**src/rtl/dof_ctrl_pkg.sv**
```systemverilog
// Shared encodings for the DOF hazard controller: FSM states, the memory-load
// result-source code, NOP control-field values and the control-bundle struct.
package dof_ctrl_pkg;

  localparam logic [1:0] ST_RUN        = 2'b00;
  localparam logic [1:0] ST_LOAD_STALL = 2'b01;
  localparam logic [1:0] ST_BR_FLUSH   = 2'b10;

  localparam logic [1:0] MD_MEM = 2'b01;

  // Field values the DOF output registers load when a bubble is injected.
  localparam logic       RW_NOP = 1'b0;
  localparam logic       MW_NOP = 1'b0;
  localparam logic [1:0] BS_NOP = 2'b00;

  typedef struct packed {
    logic pc_hold;
    logic ir_hold;
    logic dof_bubble;
    logic if_flush;
    logic dof_flush;
  } ctl_t;

  localparam ctl_t CTL_IDLE = '{default: 1'b0};

endpackage

```
**src/rtl/dof_hazard_controller_hazard_detect.sv**
```systemverilog
// Combinational load-use detector: a memory load in EXE whose destination is
// read by the instruction in DOF through a register-file port.
module hazard_detect
  import dof_ctrl_pkg::*;
#(
  parameter int reg_addr_width = 5
) (
  input  logic                      dof_valid,
  input  logic [reg_addr_width-1:0] AA,
  input  logic [reg_addr_width-1:0] BA,
  input  logic                      MA,
  input  logic                      MB,
  input  logic                      exe_valid,
  input  logic [reg_addr_width-1:0] DA_EXE,
  input  logic                      RW_EXE,
  input  logic [1:0]                MD_EXE,
  output logic                      lu
);

  logic a_hit;
  logic b_hit;
  logic exe_load;

  always_comb begin
    // A port bypassed to PC or B port bypassed to a constant reads no register.
    a_hit    = (AA == DA_EXE) & ~MA;
    b_hit    = (BA == DA_EXE) & ~MB;
    exe_load = exe_valid & RW_EXE & (MD_EXE == MD_MEM) & (DA_EXE != '0);
    lu       = dof_valid & exe_load & (a_hit | b_hit);
  end

endmodule

```
**src/rtl/dof_hazard_controller.sv**
```systemverilog
// DOF hazard sequencer: load-use stalls, taken-branch flushes, external freeze.
// Optional HAZARD_PERF_EN adds saturating stall_cycles/flush_events counters.
module dof_hazard_controller
  import dof_ctrl_pkg::*;
#(
  parameter int reg_addr_width = 5,
  parameter int LOAD_LATENCY   = 2,
  parameter int BRANCH_SHADOW  = 2,
  parameter int CNT_WIDTH      = 3
) (
  input  logic                      clk,
  input  logic                      rst,
  input  logic                      dof_valid,
  input  logic [reg_addr_width-1:0] AA,
  input  logic [reg_addr_width-1:0] BA,
  input  logic                      MA,
  input  logic                      MB,
  input  logic                      exe_valid,
  input  logic [reg_addr_width-1:0] DA_EXE,
  input  logic                      RW_EXE,
  input  logic [1:0]                MD_EXE,
  input  logic                      branch_taken,
  input  logic                      ext_stall,
  output logic                      pc_hold,
  output logic                      ir_hold,
  output logic                      dof_bubble,
  output logic                      if_flush,
  output logic                      dof_flush,
`ifdef HAZARD_PERF_EN
  output logic [15:0]               stall_cycles,
  output logic [15:0]               flush_events,
`endif
  output logic [1:0]                state
);

  localparam logic [CNT_WIDTH-1:0] LOAD_INIT = CNT_WIDTH'(LOAD_LATENCY - 1);
  localparam logic [CNT_WIDTH-1:0] BR_INIT   = CNT_WIDTH'(BRANCH_SHADOW - 1);
  localparam logic [CNT_WIDTH-1:0] CNT_ONE   = CNT_WIDTH'(1);

  logic [1:0]           state_q, state_d;
  logic [CNT_WIDTH-1:0] cnt_q, cnt_d;
  logic                 lu;
  logic                 flush_entry;
  ctl_t                 ctl;

  hazard_detect #(.reg_addr_width(reg_addr_width)) u_hazard_detect (
    .dof_valid (dof_valid),
    .AA        (AA),
    .BA        (BA),
    .MA        (MA),
    .MB        (MB),
    .exe_valid (exe_valid),
    .DA_EXE    (DA_EXE),
    .RW_EXE    (RW_EXE),
    .MD_EXE    (MD_EXE),
    .lu        (lu)
  );

  always_comb begin
    state_d     = state_q;
    cnt_d       = cnt_q;
    ctl         = CTL_IDLE;
    flush_entry = 1'b0;
    case (state_q)
      ST_RUN: begin
        if (ext_stall) begin
          ctl.pc_hold = 1'b1;
          ctl.ir_hold = 1'b1;
        end else if (branch_taken && exe_valid) begin
          // Wrong-path DOF instruction is discarded, so a concurrent lu is moot.
          ctl.if_flush    = 1'b1;
          ctl.dof_flush   = 1'b1;
          ctl.dof_bubble  = 1'b1;
          flush_entry     = 1'b1;
          if (BRANCH_SHADOW > 1) begin
            state_d = ST_BR_FLUSH;
            cnt_d   = BR_INIT;
          end
        end else if (lu) begin
          ctl.pc_hold    = 1'b1;
          ctl.ir_hold    = 1'b1;
          ctl.dof_bubble = 1'b1;
          if (LOAD_LATENCY > 1) begin
            state_d = ST_LOAD_STALL;
            cnt_d   = LOAD_INIT;
          end
        end
      end
      ST_LOAD_STALL: begin
        ctl.pc_hold    = 1'b1;
        ctl.ir_hold    = 1'b1;
        ctl.dof_bubble = 1'b1;
        if (!ext_stall) begin
          cnt_d = cnt_q - CNT_ONE;
          if (cnt_q <= CNT_ONE) state_d = ST_RUN;
        end
      end
      ST_BR_FLUSH: begin
        ctl.if_flush   = 1'b1;
        ctl.dof_bubble = 1'b1;
        if (ext_stall) begin
          ctl.pc_hold = 1'b1;
          ctl.ir_hold = 1'b1;
        end else begin
          cnt_d = cnt_q - CNT_ONE;
          if (cnt_q <= CNT_ONE) state_d = ST_RUN;
        end
      end
      default: begin
        state_d = ST_RUN;
        cnt_d   = '0;
      end
    endcase
    // Reset cycle drives no pipeline controls regardless of the current state.
    if (rst) begin
      ctl         = CTL_IDLE;
      flush_entry = 1'b0;
    end
  end

  always_ff @(posedge clk) begin
    if (rst) begin
      state_q <= ST_RUN;
      cnt_q   <= '0;
    end else begin
      state_q <= state_d;
      cnt_q   <= cnt_d;
    end
  end

  assign pc_hold    = ctl.pc_hold;
  assign ir_hold    = ctl.ir_hold;
  assign dof_bubble = ctl.dof_bubble;
  assign if_flush   = ctl.if_flush;
  assign dof_flush  = ctl.dof_flush;
  assign state      = state_q;

`ifdef HAZARD_PERF_EN
  logic [15:0] stall_cycles_q, stall_cycles_d;
  logic [15:0] flush_events_q, flush_events_d;

  always_comb begin
    stall_cycles_d = stall_cycles_q;
    flush_events_d = flush_events_q;
    if (ctl.pc_hold && stall_cycles_q != 16'hFFFF) stall_cycles_d = stall_cycles_q + 16'd1;
    if (flush_entry && flush_events_q != 16'hFFFF) flush_events_d = flush_events_q + 16'd1;
  end

  always_ff @(posedge clk) begin
    if (rst) begin
      stall_cycles_q <= '0;
      flush_events_q <= '0;
    end else begin
      stall_cycles_q <= stall_cycles_d;
      flush_events_q <= flush_events_d;
    end
  end

  assign stall_cycles = stall_cycles_q;
  assign flush_events = flush_events_q;
`else
  logic unused_flush_entry;
  assign unused_flush_entry = flush_entry;
`endif

endmodule

```
**config.mk**
```make
export PLATFORM = sky130hd
export DESIGN_NAME = dof_hazard_controller
export DESIGN_NICKNAME = d
export VERILOG_FILES = /design/src/rtl/dof_ctrl_pkg.sv /design/src/rtl/dof_hazard_controller_hazard_detect.sv /design/src/rtl/dof_hazard_controller.sv
export SDC_FILE = /design/constraint.sdc
export NUM_CORES = 1
export LEC_CHECK = 0
export ABC_AREA = 1
export CORE_AREA = 2 2 52 54
export CTS_BUF_LIST = sky130_fd_sc_hd__clkbuf_4 sky130_fd_sc_hd__clkbuf_8 sky130_fd_sc_hd__clkbuf_16
export DETAILED_ROUTE_END_ITERATION = 6
export DIE_AREA = 0 0 54 56
export GPL_TIMING_DRIVEN = 0
export PLACE_DENSITY = 0.64
export SYNTH_ARGS = -nofsm -noshare
export SYNTH_HDL_FRONTEND = slang
export SYNTH_SLANG_ARGS = --single-unit
```
**constraint.sdc**
```tcl
create_clock -name clk -period 2.9 [get_ports clk]
set_clock_uncertainty 0.05 [all_clocks]
set_input_delay 0.58 -clock clk [delete_from_list [all_inputs] [get_ports clk]]
set_output_delay 0.58 -clock clk [all_outputs]
set_load 0.1 [all_outputs]
```
==> metrics.md <==
| Metric | Value |
|---|---|
| Most Crowded Layer GR | `met2` |
| Worst Reg2Reg Path Length in Cells | `9` |
| Crit path setup slack, layout | `approximately 0.084 ns` |
| CP endpoint kind | `output pin` |
| Worst min path class | `flop to flop` |
| Grt met1 use | `~14%` |
| Final #Nets | `207` |
| Die area | `slightly above 3000 µm²` |
| Drt initial violations | `9` |
| Asr flop ratio synth | `0%` |
| Reg clk slew, reported paths | `around 0.04 ns` |
| Cell Area, Synth | `between 700 and 800 µm²` |
| Fraction of layout cells with a size suffix above 1 | `between 10% and 20%` |
| Area leader, netlist | `nand2_1` |
| Top Ports | `33` |
| Placed instance area | `~1100 µm²` |
| Final wirelength | `between 1500 and 2000 µm` |
| Die Width | `about 54 µm` |
| Clk root buf | `clkbuf_4` |
| Fin crit share | `~97%` |
| Final Hold Viols | `0` |
| Outcome | `complete, no violations` |
| DIE HEIGHT | `56 µm` |
| Remaining DRCs | `0` |
| CP Data Arrival Time | `2.19 ns` |
| Worst vdd ir | `approximately 0.69 mV` |
| Ys Warns | `0` |
| Clock tree buffer depth | `2` |
| Synth area leaders | `nand2_1 (24%), dfxtp_1 (13%), inv_1 (10%)` |
| Total GRT Usage | `11.9%` |
| # H-tree levels | `1` |
| Minimum clock period | `2.82 ns` |
| Met2 Track Usage GR | `21.6%` |
| CP Data Required Time | `roughly 2.3 ns` |
| M3 GR Usage | `3.23%` |
| Vias in the first global route | `roughly 800` |
| Dpl hpwl | `1500 µm` |
| Largest net degree at the start of global routing | `9` |
| Slew Viols, Final | `0` |
| Pre-CTS WS | `-0.920 ns` |
| Number of port buffers | `32` |
| Synthesis-to-layout area growth | `61.4%` |
| Static Leakage | `~0.73 nW` |
| Number of antenna violations at the first check in global routing | `0` |
| Register area share after synthesis | `around an eighth` |
| Starting Density | `a little under a third` |
| Core box area | `around 2400 µm²` |
| Primary FF master, synth | `dfxtp_1` |
| Pwr Density | `787 nW/µm²` |
| Post-Synthesis Cells | `137` |
| RePlAce Congestion | `slightly below 0.8` |
| Num CTS Buffers | `3` |
| Yosys top cell area share | `24.1%` |
| Total grt overflow | `0` |
| Worst slew pin tran | `slightly below 1 ns` |
| Row Count | `18` |
| Most common cell in the netlist | `nand2_1` |
| Post-DR vias/cell | `4.39` |
| Hold Crit Depth | `4` |
| Design area | `approximately 1200 µm²` |
| CTS tree | `built` |
| EDFF count, synth | `0` |
| Worst Setup Path Type | `input pin to output pin` |
| Setup violators final | `0` |
| ANT nets after route | `0` |
| Cts hold-fix bufs | `0` |
| Clock Latency Late Sink | `0.24 ns` |
| Worst setup SP type | `input pin` |
| CP max FO | `3` |
| Sinks on Clock Net | `5` |
| Worst relative slew slack | `a little over a third` |
| First-pass GRT wire length | `between 2000 and 3000 µm` |
| Avg Cell Area, Syn | `between 5 and 6 µm²` |
| Netlist cell types | `23` |
| Yosys reg bits | `5` |
| Max-Cap Viols | `0` |
| Inserted Diodes | `0` |
| Top post-synthesis cells by count | `nand2_1 (49), inv_1 (21), nor2_1 (15)` |
| Max Clk Rate | `approximately 360 MHz` |
| Wire per inst | `a little under 9 µm` |
| Via count | `slightly below 900` |
| Syn nets | `between 150 and 200` |
| Detailed Routing Iterations Pass 1 | `4` |
-- state kept, by name, indices dropped and copies added (netlist names) --
| name | cells |
|---|---|
| cnt_q | 3 |
| state | 2 |
-- layout by cell type (no fill, tap or decap), drive strengths merged --
master	synthesis	routed
a21boi	1	1
a21oi	5	5
a22oi	1	1
buf	2	6
clkbuf	0	4
clkdlybuf4s15	0	2
clkdlybuf4s50	0	14
clkinv	1	1
dfxtp	5	5
dlygate4sd2	0	1
dlymetal6s2s	0	12
ha	6	6
inv	30	30
nand2	51	51
nand3	8	8
nand4	5	5
nor2	17	17
nor3	1	1
o21ai	3	3
o31ai	1	1
-- through the flow --
step	TNS, ns	utilization, %	instances	power (mW)	hold slack [ns]
after CTS	0	48.9	203	0.972	0.496
final	0	50.6	204	0.968	0.495
after detailed placement	-3.37	47.2	199	0.866	0.488
after global placement	-3.28	47.2	199	0.855	0.490
after global routing	-0.0177	50.6	204	1.05	0.560
after floorplan	-0.110	-	137	0.710	0.462
-- worst paths after layout --
| check | slack, ns | start | end |
|---|---|---|---|
| worst min register to register | 0.50 | cnt_q[1] | cnt_q[1] |
| worst max register to register | 1.14 | state[0] | cnt_q[2] |
| worst max-delay path | 0.08 | exe_valid | pc_hold |
| worst min-delay path | 0.50 | cnt_q[1] | cnt_q[1] |
-- report_power, final --
part / internal, mW / switching, mW / leakage (nW)
combinational: 0.257 / 0.504 / 0.673
clock: 0.0613 / 0.0275 / 0.0184
sequential: 0.0962 / 0.0231 / 0.0412
-- logic make-up (layout without fill, tap and decap cells) --
logic type	Yosys count	in the layout	share of synthesized area (%)
and+or+nand+nor	82	82	48.8
DFF	5	5	13.1
adders and majority gates	6	6	9.85
AOI/OAI and AO/OA	11	11	10.5
buffers and inverters	33	70	17.7
-- what timing repair did --
action,4_1_cts,5_1_grt
endpoints found under the setup margin,5,3
hold endpoints to repair,0,0
buffers inserted,0,1
pin swaps,0,10
gates resized for setup,29,13
-- critical path, stage by stage --
cell,delay (ns)
clkdlybuf4s50_1,0.48
nand2_1,0.06
nor2_1,0.08
nand3_1,0.09
a21oi_2,0.12
nand2_2,0.07
o21ai_1,0.14
nand2_1,0.11
a21oi_4,0.19
buf_6,0.12
buf_12,0.16
-- metal layers --
layer	vias up	routed length [µm]
met2	20	885
met5	-	0
li1	491	-
met4	0	0
met3	0	97
met1	384	820
-- area by class of cell --
class                      instances  area, µm²
timing repair buffer              33        368
sequential                         5        100
clock buffer                       4       30.0
multi-input combinational         99        556
tap                               30       37.5
inverter                          31        116
buffer                             2       22.5
fill                             240       1200
Note: power is estimated with default switching activity, not from simulation.
